## src/rtl/mul_pkg.sv

```systemverilog
// rtl/mul_pkg.sv - shared opcodes and FSM state type for the iterative multiplier
package mul_pkg;

    // op = {long, signed, accumulate}
    localparam logic [2:0] OP_MUL   = 3'b000;
    localparam logic [2:0] OP_MLA   = 3'b001;
    localparam logic [2:0] OP_UMULL = 3'b100;
    localparam logic [2:0] OP_UMLAL = 3'b101;
    localparam logic [2:0] OP_SMULL = 3'b110;
    localparam logic [2:0] OP_SMLAL = 3'b111;

    typedef enum logic [1:0] {
        IDLE = 2'd0,
        RUN  = 2'd1,
        FIX  = 2'd2,
        DONE = 2'd3
    } state_t;

endpackage

```

## src/rtl/mul_step.sv

```systemverilog
// rtl/mul_step.sv - one shift-add iteration: sum = prod + ((bits * a) << pos)
//
// Ports:
//   prod  in   2*WIDTH         running product
//   a     in   WIDTH           multiplicand magnitude
//   bits  in   BPC             multiplier bits retired this iteration
//   pos   in   clog2(2*WIDTH)  bit position of those multiplier bits
//   sum   out  2*WIDTH         updated running product
module mul_step #(
    parameter int WIDTH = 32,
    parameter int BPC   = 1
) (
    input  logic [2*WIDTH-1:0]         prod,
    input  logic [WIDTH-1:0]           a,
    input  logic [BPC-1:0]             bits,
    input  logic [$clog2(2*WIDTH)-1:0] pos,
    output logic [2*WIDTH-1:0]         sum
);

    logic [2*WIDTH-1:0] part;

    // bits*a needs at most WIDTH+BPC bits, so the 2*WIDTH product never truncates.
    assign part = ({{(2*WIDTH-BPC){1'b0}}, bits} * {{WIDTH{1'b0}}, a}) << pos;
    assign sum  = prod + part;

endmodule

```

## src/rtl/mul_unit.sv

```systemverilog
// rtl/mul_unit.sv - iterative MUL/MLA/UMULL/UMLAL/SMULL/SMLAL engine with start/busy/done handshake
//
// Ports:
//   clk, reset           clock; asynchronous active-low reset
//   start, flush         launch request (IDLE/DONE only); synchronous cancel
//   op                   {long, signed, accumulate}
//   a, b                 multiplicand, multiplier
//   acc_hi, acc_lo       accumulate words
//   busy, done           high in RUN/FIX; one-cycle completion pulse
//   result_lo, result_hi result words (result_hi = 0 for short ops)
//   flag_n, flag_z       sign and zero of the result
module mul_unit
    import mul_pkg::*;
#(
    parameter int WIDTH = 32,
    parameter int BPC   = 1
) (
    input  logic             clk,
    input  logic             reset,
    input  logic             start,
    input  logic             flush,
    input  logic [2:0]       op,
    input  logic [WIDTH-1:0] a,
    input  logic [WIDTH-1:0] b,
    input  logic [WIDTH-1:0] acc_hi,
    input  logic [WIDTH-1:0] acc_lo,
    output logic             busy,
    output logic             done,
    output logic [WIDTH-1:0] result_lo,
    output logic [WIDTH-1:0] result_hi,
    output logic             flag_n,
    output logic             flag_z
);

    localparam int STEPS = WIDTH / BPC;
    localparam int CW    = $clog2(STEPS + 1);
    localparam int PW    = $clog2(2 * WIDTH);

    state_t               state;
    logic [CW-1:0]        cnt;
    logic [PW-1:0]        pos;
    logic                 long_q;
    logic                 accum_q;
    logic                 neg;
    logic [WIDTH-1:0]     a_q;
    logic [WIDTH-1:0]     b_q;
    logic [WIDTH-1:0]     acc_hi_q;
    logic [WIDTH-1:0]     acc_lo_q;
    logic [2*WIDTH-1:0]   prod;
    logic [2*WIDTH-1:0]   prod_nxt;

    logic                 signed_op;
    logic [WIDTH-1:0]     a_mag;
    logic [WIDTH-1:0]     b_mag;
    logic [2*WIDTH-1:0]   p_fix;
    logic [2*WIDTH-1:0]   r_long;
    logic [WIDTH-1:0]     r_short;

    // Short signed ops run unsigned: the low word is the same either way.
    assign signed_op = op[2] & op[1];
    // -x of the most-negative value wraps to 2^(WIDTH-1), which is the correct unsigned magnitude.
    assign a_mag = (signed_op && a[WIDTH-1]) ? -a : a;
    assign b_mag = (signed_op && b[WIDTH-1]) ? -b : b;

    mul_step #(.WIDTH(WIDTH), .BPC(BPC)) u_step (
        .prod (prod),
        .a    (a_q),
        .bits (b_q[BPC-1:0]),
        .pos  (pos),
        .sum  (prod_nxt)
    );

    always_comb begin
        p_fix   = neg ? -prod : prod;
        r_long  = p_fix + (accum_q ? {acc_hi_q, acc_lo_q} : {(2*WIDTH){1'b0}});
        r_short = p_fix[WIDTH-1:0] + (accum_q ? acc_lo_q : {WIDTH{1'b0}});
    end

    always_ff @(posedge clk or negedge reset) begin
        if (!reset) begin
            state     <= IDLE;
            cnt       <= '0;
            pos       <= '0;
            long_q    <= 1'b0;
            accum_q   <= 1'b0;
            neg       <= 1'b0;
            a_q       <= '0;
            b_q       <= '0;
            acc_hi_q  <= '0;
            acc_lo_q  <= '0;
            prod      <= '0;
            result_lo <= '0;
            result_hi <= '0;
            flag_n    <= 1'b0;
            flag_z    <= 1'b0;
        end else if (flush) begin
            state <= IDLE;
        end else begin
            case (state)
                IDLE, DONE: begin
                    if (start) begin
                        state    <= RUN;
                        long_q   <= op[2];
                        accum_q  <= op[0];
                        neg      <= signed_op & (a[WIDTH-1] ^ b[WIDTH-1]);
                        a_q      <= a_mag;
                        b_q      <= b_mag;
                        acc_hi_q <= acc_hi;
                        acc_lo_q <= acc_lo;
                        prod     <= '0;
                        pos      <= '0;
                        cnt      <= CW'(STEPS);
                    end else begin
                        state <= IDLE;
                    end
                end
                RUN: begin
                    prod <= prod_nxt;
                    b_q  <= b_q >> BPC;
                    pos  <= pos + PW'(BPC);
                    cnt  <= cnt - CW'(1);
                    if (cnt == CW'(1)) begin
                        state <= FIX;
                    end
                end
                FIX: begin
                    state <= DONE;
                    if (long_q) begin
                        result_lo <= r_long[WIDTH-1:0];
                        result_hi <= r_long[2*WIDTH-1:WIDTH];
                        flag_n    <= r_long[2*WIDTH-1];
                        flag_z    <= (r_long == '0);
                    end else begin
                        result_lo <= r_short;
                        result_hi <= '0;
                        flag_n    <= r_short[WIDTH-1];
                        flag_z    <= (r_short == '0);
                    end
                end
                default: state <= IDLE;
            endcase
        end
    end

    assign busy = (state == RUN) || (state == FIX);
    assign done = (state == DONE);

endmodule

```

## config.mk

```make
export PLATFORM = sky130hd
export DESIGN_NAME = mul_unit
export DESIGN_NICKNAME = d
export VERILOG_FILES = /design/src/rtl/mul_pkg.sv /design/src/rtl/mul_step.sv /design/src/rtl/mul_unit.sv
export SDC_FILE = /design/constraint.sdc
export NUM_CORES = 1
export LEC_CHECK = 0
export CAP_MARGIN = 40
export CORE_UTILIZATION = 45
export CTS_CLUSTER_SIZE = 8
export DETAILED_ROUTE_END_ITERATION = 8
export HOLD_SLACK_MARGIN = 0.06
export PLACE_DENSITY = 0.72
export SETUP_SLACK_MARGIN = 0.05
export SYNTH_ARGS = -nofsm -noshare
export SYNTH_HDL_FRONTEND = slang
export SYNTH_SLANG_ARGS = --single-unit
```

## constraint.sdc

```tcl
create_clock -name clk -period 18.35 [get_ports clk]
set_input_delay 2.7525 -clock clk [delete_from_list [all_inputs] [get_ports clk]]
set_output_delay 2.7525 -clock clk [all_outputs]
set_load 0.01 [all_outputs]
```

**Yosys cells after proc, flatten, opt, wreduce, memory -nomap -nowiden**

Cells that the tools add are included.
Widths: inputs -> output; s select.

- Equality and inequality tests: 6
- Shift operators: 1
- Bitwise operators: 4
- Multiply operators: 1
- $add $sub $neg: 8
- Reduce and logical (&&, ||, !) cells: 11
- Muxes and demuxes: 21

Operators with widths:

| operator | number |
|---|---|
| $mux 32 | 6 |
| $mux 64 | 3 |
| $add 64x64->64 | 2 |
| $pmux 64 s2 | 1 |
| $logic_not 64->1 | 1 |
| $neg 32->32 | 2 |
| $neg 64->64 | 1 |
| $pmux 32 s2 | 1 |
| $shl 33x6->64 | 1 |
| $mul 1x32->33 | 1 |
| $add 32x32->32 | 1 |
| $logic_not 32->1 | 1 |
| $pmux 6 s2 | 2 |
| $mux 6 | 2 |
| $add 6x1->6 const B | 1 |
| $eq 6x1->1 const B | 1 |
| $pmux 2 s3 | 1 |
| $reduce_and 3->1 | 2 |
| $sub 6x1->6 const B | 1 |
| $eq 2x2->1 const B | 2 |
| $mux 2 | 2 |
| $mux 1 | 3 |
| $ne 3x3->1 const B | 1 |
| $and 1x1->1 | 2 |
| 10 further kinds | 11 |

- Logic and storage cells: 67
- Bits of input ports: 135
- Register bits: 275

**Depth between registers and ports, before layout**

Gate-level depths: netlist (run 1).

- Depth in word-level cells: 5
- Gate-level depth with buffers: 26
- Depth with buffers taken out: 25

**Modules after synthesis**

Synthesis (run 1) repeated with hierarchy kept, for this count alone.

- Cell total of the unflattened synthesis: 3152
- Area, all modules: 24607.4 um^2

By module, submodules not included:

| module | area an instance (um^2) | sequential area each (um^2) | cells each | times used |
|---|---|---|---|---|
| mul_unit | 18236.2 | 6881.6 | 2172 | 1 |
| mul_step | 6371.1 | 0.0 | 980 | 1 |

**Worst setup path before layout (run 1)**

Ideal clock, no wire load.

- Path type: register to register
- Start: reg prod[5]
- End: reg flag_z
- Required time: 18.274 ns
- Setup time: 0.076 ns
- Stages on the path, launching flop included: 23
- Arrival time: 6.169 ns
- Setup slack: 12.104 ns
- Period minus slack after synthesis: 6.246 ns
- Cells stage by stage: dfrtp_1 or3_4 or4_4 buf_6 or3_2 or3_1 or3_1 o41ai_1 xnor2_1 ha_1 clkbuf_1 and4_1 and2_1 and4_1 o211a_1 o21ai_0 o31ai_1 a221oi_1 o31ai_1 xnor2_1 or4b_1 or4_1 o21ai_1

- Word-level cells in the longest chain between the ends: 5
- Elaborated cells between the ends (all ways): 7
- Those cells by class: add/sub (3); mux (2); reduce/logical (2)

RTL lines:

| what | RTL line | text |
|---|---|---|
| start, declared | mul_unit.sv:49 | `logic [2*WIDTH-1:0] prod;` |
| start signal, assigned | mul_unit.sv:118 | `prod <= prod_nxt;` |
| $neg 64->64 | mul_unit.sv:74 | `p_fix = neg ? -prod : prod;` |
| $mux 64 * | mul_unit.sv:74 |  |
| $add 64x64->64 or $add 32x32->32 (tied branches) | mul_unit.sv:75, mul_unit.sv:76 |  |
| $logic_not 64->1 or $logic_not 32->1 (tied branches) | mul_unit.sv:132, mul_unit.sv:137 |  |
| $mux 1 * | mul_unit.sv:128 | `if (long_q) begin` |
| end signal, assigned | mul_unit.sv:132 | `flag_z <= (r_long == '0);` |
| end signal, assigned | mul_unit.sv:137 | `flag_z <= (r_short == '0);` |
| end, declared | mul_unit.sv:32 | `output logic flag_z` |

Every way passes the cells marked *; elsewhere a longest branch is shown, timed or not.
A chain may end at the register's enable or synchronous reset.

**Worst setup path after layout (run 1)**

Same ends and word-level chain as after synthesis.

==> metrics.yaml, run 1 <==
yosysWarnings: 0
min_period_ps: 7340
path_common_cell: "or3_1"
outcome: "completed"
coreArea_um2: 50500
critPathMaxStageDelay_ps: 580
critPathTopFamily: "simple AND/OR/NAND/NOR gates"
power.leakage_nw: 11.6
hold_buffers: 0
ant_nets: 0
globalplace.congestion: 0.962
crit_path_top_delay_cell: "o21ai_0"
ys_seq_area_share_pct: 29.7
initial_core_util_pct: 45.9
synth_area_leaders: "dfrtp_1 (30%), ha_1 (7.3%), o21ai_0 (7.2%)"
fill_cells: 4777
io_buffers: 202
setup_tns_ps: 0
cts_made_buffers: 42
design_area_um2: 26800
fp.dieH_um: 229
hp-class: "flip-flop to flip-flop"
die_w_um: 229
clock-sinks: 275
track_usage_pct: 27.0
cts_tree: "done"
startpoint_type: "flip-flop"
synth_area_leader_cell: "dfrtp_1"
synth_cells: 2861
path_buf_inv: 0
max_slew_margin_pct: 41.1
drive_gt1_share_pct: 6.81
rows: 82
fp.dieArea_um2: 52400
drc: 0
required_ps: 18820
ys_seq_elements: 275
fmax_ghz: 0.136
r2r_slack_ps: 11010
syn_nets: 3133
crit_chain: "or3_4 -> or3_2 -> or3_1 -> or3_1 -> or3_1 -> or3_1 -> o21ai_2 -> xnor2_1 -> ha_1 -> a21oi_1 -> nand2_1 -> a221oi_1 -> o21ai_0 -> o21ai_0 -> o31ai_1 -> a221oi_1 -> o31ai_1 -> xnor2_1 -> or4b_1 -> or4_1 -> o21ai_1"
grt_start_max_net_pins: 90
placed_cell_area_um2: 25700
postCtsSetupRepairBufs: 0
dr.pass1.iters: 7
power.density_nw_per_um2: 165
fin_crit_sh_pct: 40.0
clockBufferDepth: 3
insertion_delay_ps: 570
cts-resized-gates: 0
synth_edf_count: 0
critPathArrivalTime_ps: 7810
grt_pass1_vias: 21000
grt_overflow_total: 0
grt_setup_unrepaired: "no"
drt_iter0_drc: 1534
nets: 3239
ios: 203
synthArstFlopShare_pct: 100
vias_per_cell: 5.90
clock-skew-final_ps: 25.8
path_max_fanout: 7
htree_num_levels: 2
wl_per_cell_um: 19.4
synth_top_flop_cell: "dfrtp_1"
ys_types: 81
syn_avg_cell_area_um2: 8.10
maxCapViolCount: 0
wirelength_um: 70800
criticalPathCategory: "flip-flop to flip-flop"
hpwl_um: 55700
hold_viol_final: 0
final_max_slew_viol_count: 0
antenna_found_initial: 0
grt_pass1_wl_um: 114000
synth_top_area_share_pct: 29.7
synth_area_um2: 23200
p_total_mw: 4.44
path_clk_slew_ps: 50
clockRootBuffer: "clkbuf_16"
final-setup-viol-count: 0
ir_drop_uv: 77.9
area_delta_synth_final_pct: 15.7
endpoint_kind: "flip-flop"
tightest_slew_ps: 884
vias: 21500
==> worst reg2reg max path: stages, from the launching register on <==
cell,delay (ps)
dfrtp_1,450
or3_4,430
or3_2,490
or3_1,370
or3_1,400
or3_1,350
or3_1,380
o21ai_2,320
xnor2_1,130
ha_1,400
a21oi_1,240
nand2_1,80
a221oi_1,300
o21ai_0,160
o21ai_0,580
o31ai_1,270
a221oi_1,520
o31ai_1,150
xnor2_1,160
or4b_1,530
or4_1,410
o21ai_1,130
==> power by group <==
| group | switching (mW) | total (mW) | internal, mW |
|---|---|---|---|
| Combinational | 1.64 | 2.72 | 1.07 |
| Clock | 0.277 | 0.710 | 0.434 |
| Sequential | 0.177 | 1.01 | 0.832 |
| Total | 2.10 | 4.44 | 2.34 |
==> area by class of cell <==
class | count | area, um^2 | area share, %
multi-input cells | 2362 | 15500 | 57.6
clock inverters | 6 | 58.8 | 0.219
clock buffers | 50 | 1110 | 4.15
inverters | 60 | 225 | 0.839
repair buffers | 226 | 2250 | 8.39
flip-flops and latches | 275 | 6890 | 25.7
well taps | 672 | 841 | 3.13
diodes | 1 | 2.50 | 0.00933
==> placed cells by master (no fill, tap or decap), drive strengths merged, types with 61 or more instances in the layout <==
master | Yosys | routed
nand3 | 61 | 61
xnor2 | 163 | 163
o21ai | 337 | 337
nor2 | 161 | 161
mux2 | 75 | 75
and2 | 100 | 100
clkdlybuf4s50 | 0 | 201
nand2 | 387 | 387
dfrtp | 275 | 275
xor2 | 81 | 81
ha | 135 | 135
a21oi | 222 | 222
==> path summary, 6_finish.rpt <==
check	endpoint	depth (start not counted)	from
worst max-delay path	flag_z	21	prod[5]
worst min-delay path	result_lo[30]	2	result_lo[30]
worst max register to register	flag_z	21	prod[5]
worst min register to register	result_lo[30]	2	result_lo[30]
max in group asynchronous	neg	4	reset
min in group asynchronous	acc_lo_q[15]	1	reset
==> stage by stage <==
step / utilization [%] / hold slack, ps / std cells / setup WS, ps
global placement: 50.7 / 462 / 3589 / 11250
floorplan: - / 450 / 2861 / 12100
global route: 53.2 / 501 / 3651 / 10450
detailed placement: 50.8 / 468 / 3594 / 11110
finish: 53.2 / 476 / 3652 / 11010
CTS: 53.1 / 479 / 3650 / 11060
==> state kept, by name, indices dropped and copies added (netlist names), 2 cells and up <==
name and count:
prod 64, a_q 32, acc_hi_q 32, acc_lo_q 32, b_q 32, result_hi 32, result_lo 32, cnt 6
pos 6, state 2
==> metal layers <==
layer | global-route usage [%] | up-vias | part of all wire (%)
li1 | - | 10500 | -
met1 | 37.1 | 10300 | 46
met2 | 43.2 | 643 | 45
met5 | 0 | - | 0
met3 | 3.71 | 122 | 5.2
met4 | 9.69 | 0 | 3.5
==> cell families (layout without fill, tap and decap cells) <==
logic type / after synthesis / after routing / synth area share (%)
buffers and inverters: 224 / 342 / 3.70
other: 0 / 1 / 0
adder cells (fa/ha/maj): 137 / 137 / 7.46
flip-flops: 275 / 275 / 29.7
XOR/XNOR: 244 / 244 / 9.22
multiplexers: 124 / 124 / 6.62
AO/OA/AOI/OAI: 884 / 884 / 23.0
AND/OR/NAND/NOR: 973 / 973 / 20.3
==> cell usage after synthesis (61+ instances only) <==
library cell,n
nand2_1,387
o21ai_0,332
dfrtp_1,275
a21oi_1,222
xnor2_1,163
nor2_1,161
clkbuf_1,135
ha_1,135
and2_1,100
xor2_1,81
mux2_2,75
nand3_1,61
Note: power is estimated with default switching activity, not from simulation.
==> run 2: changes to the inputs <==
Settings changed: PLACE_DENSITY 0.72 to 0.74.
Clock period 18.35 ns to 6.45 ns, I/O delays scaled along.
==> run 2 against run 1 <==
Die area unchanged. Register-to-register slack worse by 11000 ps. Combinational power rose to 3.3 times the previous value. Critical endpoint unchanged. Highest routed layer unchanged.
==> metrics.yaml, run 2 (synthesis results as in run 1) <==
initial_core_util_pct: 45.9  # unchanged
final_cell_mix: "nand2_1 (386), o21ai_0 (325), dfrtp_1 (271), a21oi_1 (211), clkdlybuf4s50_1 (201)"  # was nand2_1 (387), o21ai_0 (332), dfrtp_1 (272), a21oi_1 (222), clkdlybuf4s50_1 (201)
hp-class: "input port to async pin"  # was flip-flop to flip-flop
antenna_found_initial: 0  # unchanged
fin_crit_sh_pct: 99.0  # was 40.0%
critPathArrivalTime_ps: 6880  # was 7810 ps
final_max_slew_viol_count: 0  # unchanged
ant_nets: 0  # unchanged
die_w_um: 229  # unchanged
criticalPathCategory: "flip-flop to flip-flop"  # unchanged
outcome: "completed"  # unchanged
fmax_ghz: 0.157  # was 0.136 GHz
diodes: 0  # was 1
fp.dieArea_um2: 52400  # unchanged
largest_register_ffs: 64  # unchanged
track_usage_pct: 27.4  # was 27.0%
drc: 0  # unchanged
fill_cells: 4674  # was 4777
vias: 22100  # was 21500
clockRootBuffer: "clkbuf_16"  # unchanged
drt_iter0_drc: 1554  # was 1534
startpoint_type: "flip-flop"  # unchanged
io_buffers: 202  # unchanged
path_clk_slew_ps: 50  # about the same
endpoint_kind: "flip-flop"  # unchanged
hold_viol_final: 0  # unchanged
max_slew_margin_pct: 43.0  # was 41.1%
setup_tns_ps: 0  # unchanged
final_common_cell: "nand2_1"  # unchanged
ios: 203  # unchanged
area_delta_synth_final_pct: 20.8  # was 15.7%
required_ps: 6940  # was 18820 ps
clockBufferDepth: 3  # unchanged
grt_pass1_wl_um: 116000  # was 114000 um
grt_setup_unrepaired: "yes"  # was no
fp.dieH_um: 229  # unchanged
clock-sinks: 275  # unchanged
min_period_ps: 6390  # was 7340 ps
cts_made_buffers: 40  # was 42
grt_start_max_net_pins: 120  # was 90
nets: 3375  # was 3239
coreArea_um2: 50500  # unchanged
maxCapViolCount: 0  # unchanged
path_max_fanout: 6  # was 7
globalplace.congestion: 0.950  # was 0.962
insertion_delay_ps: 570  # about the same
power.density_nw_per_um2: 489  # was 165 nW/um^2
final_cell_count_no_fill: 3782  # was 3652
tightest_slew_ps: 848  # was 884 ps
clock-skew-final_ps: 19.1  # was 25.8 ps
power.leakage_nw: 12.2  # was 11.6 nW
grt_overflow_total: 0  # unchanged
htree_num_levels: 2  # unchanged
hold_buffers: 0  # unchanged
grt_pass1_vias: 21400  # was 21000
wirelength_um: 73000  # was 70800 um
rows: 82  # unchanged
drive_gt1_share_pct: 12.2  # was 6.81%
ir_drop_uv: 212  # was 77.9 uV
final-setup-viol-count: 0  # unchanged
vias_per_cell: 5.84  # was 5.90
utilization_pct: 55.5  # was 53.2%
wl_per_cell_um: 19.3  # was 19.4 um
largest_register: "prod"  # unchanged
dp.cells: 3724  # was 3594
startpoint: "prod[5]"  # unchanged
cts_tree: "done"  # unchanged
dr.pass1.iters: 5  # was 7
r2r_start: "prod[5]"  # unchanged
whs_ps: 411  # was 476 ps
hpwl_um: 57700  # was 55700 um
==> run 2: changes by cell type in the layout (fill, tap and decap cells not counted), moves of 3 or more <==
cell and change:
a21oi_1 -11, a21oi_2 +9, buf_4 +141, clkinv_2 -3, ha_1 -3, ha_2 +3
o21ai_0 -7, o21ai_1 +5, o31ai_1 -5, o31ai_2 +4, or3_1 -5, or3_4 +6
==> run 2: final cells by class <==
cell class | count | area [um^2] | area share, %
multi-input cells | 2362 | 15700 | 56.1
flip-flops and latches | 275 | 6890 | 24.6
repair buffers | 364 | 3280 | 11.7
clock buffers | 46 | 1040 | 3.73
well taps | 672 | 841 | 3.00
inverters | 60 | 225 | 0.804
clock inverters | 3 | 22.5 | 0.0804
==> run 2: worst paths after layout <==
kind | end | slack (ps) | depth (start not counted)
max in group asynchronous | pos[0] | 4670 | 2
min in group clk | result_hi[17] | 470 | 2
max reg2reg | flag_z | 60 | 20
max | flag_z | 60 | 20
min reg2reg | result_hi[17] | 470 | 2
min | result_lo[10] | 410 | 1
==> run 2: per-stage QoR <==
step           cell area, um^2  total power [mW]  setup slack, ps
5_1_grt                  28000              14.7             -188
4_1_cts                  27800              13.5             50.3
3_3_place_gp             26600              11.1             -133
6_report                 28000              13.7             63.4
3_5_place_dp             26600              11.3             -271
2_1_floorplan            23200              8.24              204
==> run 2: power by group <==
group / total [mW] / leakage, nW / switching [mW] / internal, mW
registers: 2.89 / 3.53 / 0.519 / 2.37
clock network: 1.90 / 0.524 / 0.773 / 1.12
logic: 8.91 / 8.19 / 5.00 / 3.91
total: 13.7 / 12.2 / 6.29 / 7.41
==> run 2: repair_timing <==
item / 4_1_cts / 5_1_grt
resized for setup: 24 / 35
buffers inserted: 6 / 3
hold endpoints to repair: 0 / 0
endpoints found under the setup margin: 1 / 3
pin swaps: 8 / 15
==> run 2: critical path, cell delays in order, from the launching register on <==
cell and delay, ps:
dfrtp_1 380, or3_4 390, buf_4 140, or4_4 520, buf_4 170, or4_4 570
or4_4 540, or2_1 320, o41ai_1 400, xnor2_1 270, ha_1 370, a21oi_1 320
o21bai_1 110, a21oi_1 200, o21ai_0 110, nor2_1 100, o31ai_1 90, xor2_1 160
or4b_1 530, or4_1 490, o21ai_1 140
==> run 2: per-layer routing <==
| layer | global-route usage [%] | vias to the layer above | part of all wire (%) |
|---|---|---|---|
| met5 | 0 | - | 0 |
| met4 | 8.42 | 0 | 2.9 |
| met3 | 3.22 | 111 | 5.0 |
| met2 | 45.3 | 652 | 47 |
| met1 | 37.4 | 10500 | 46 |
| li1 | - | 10800 | - |
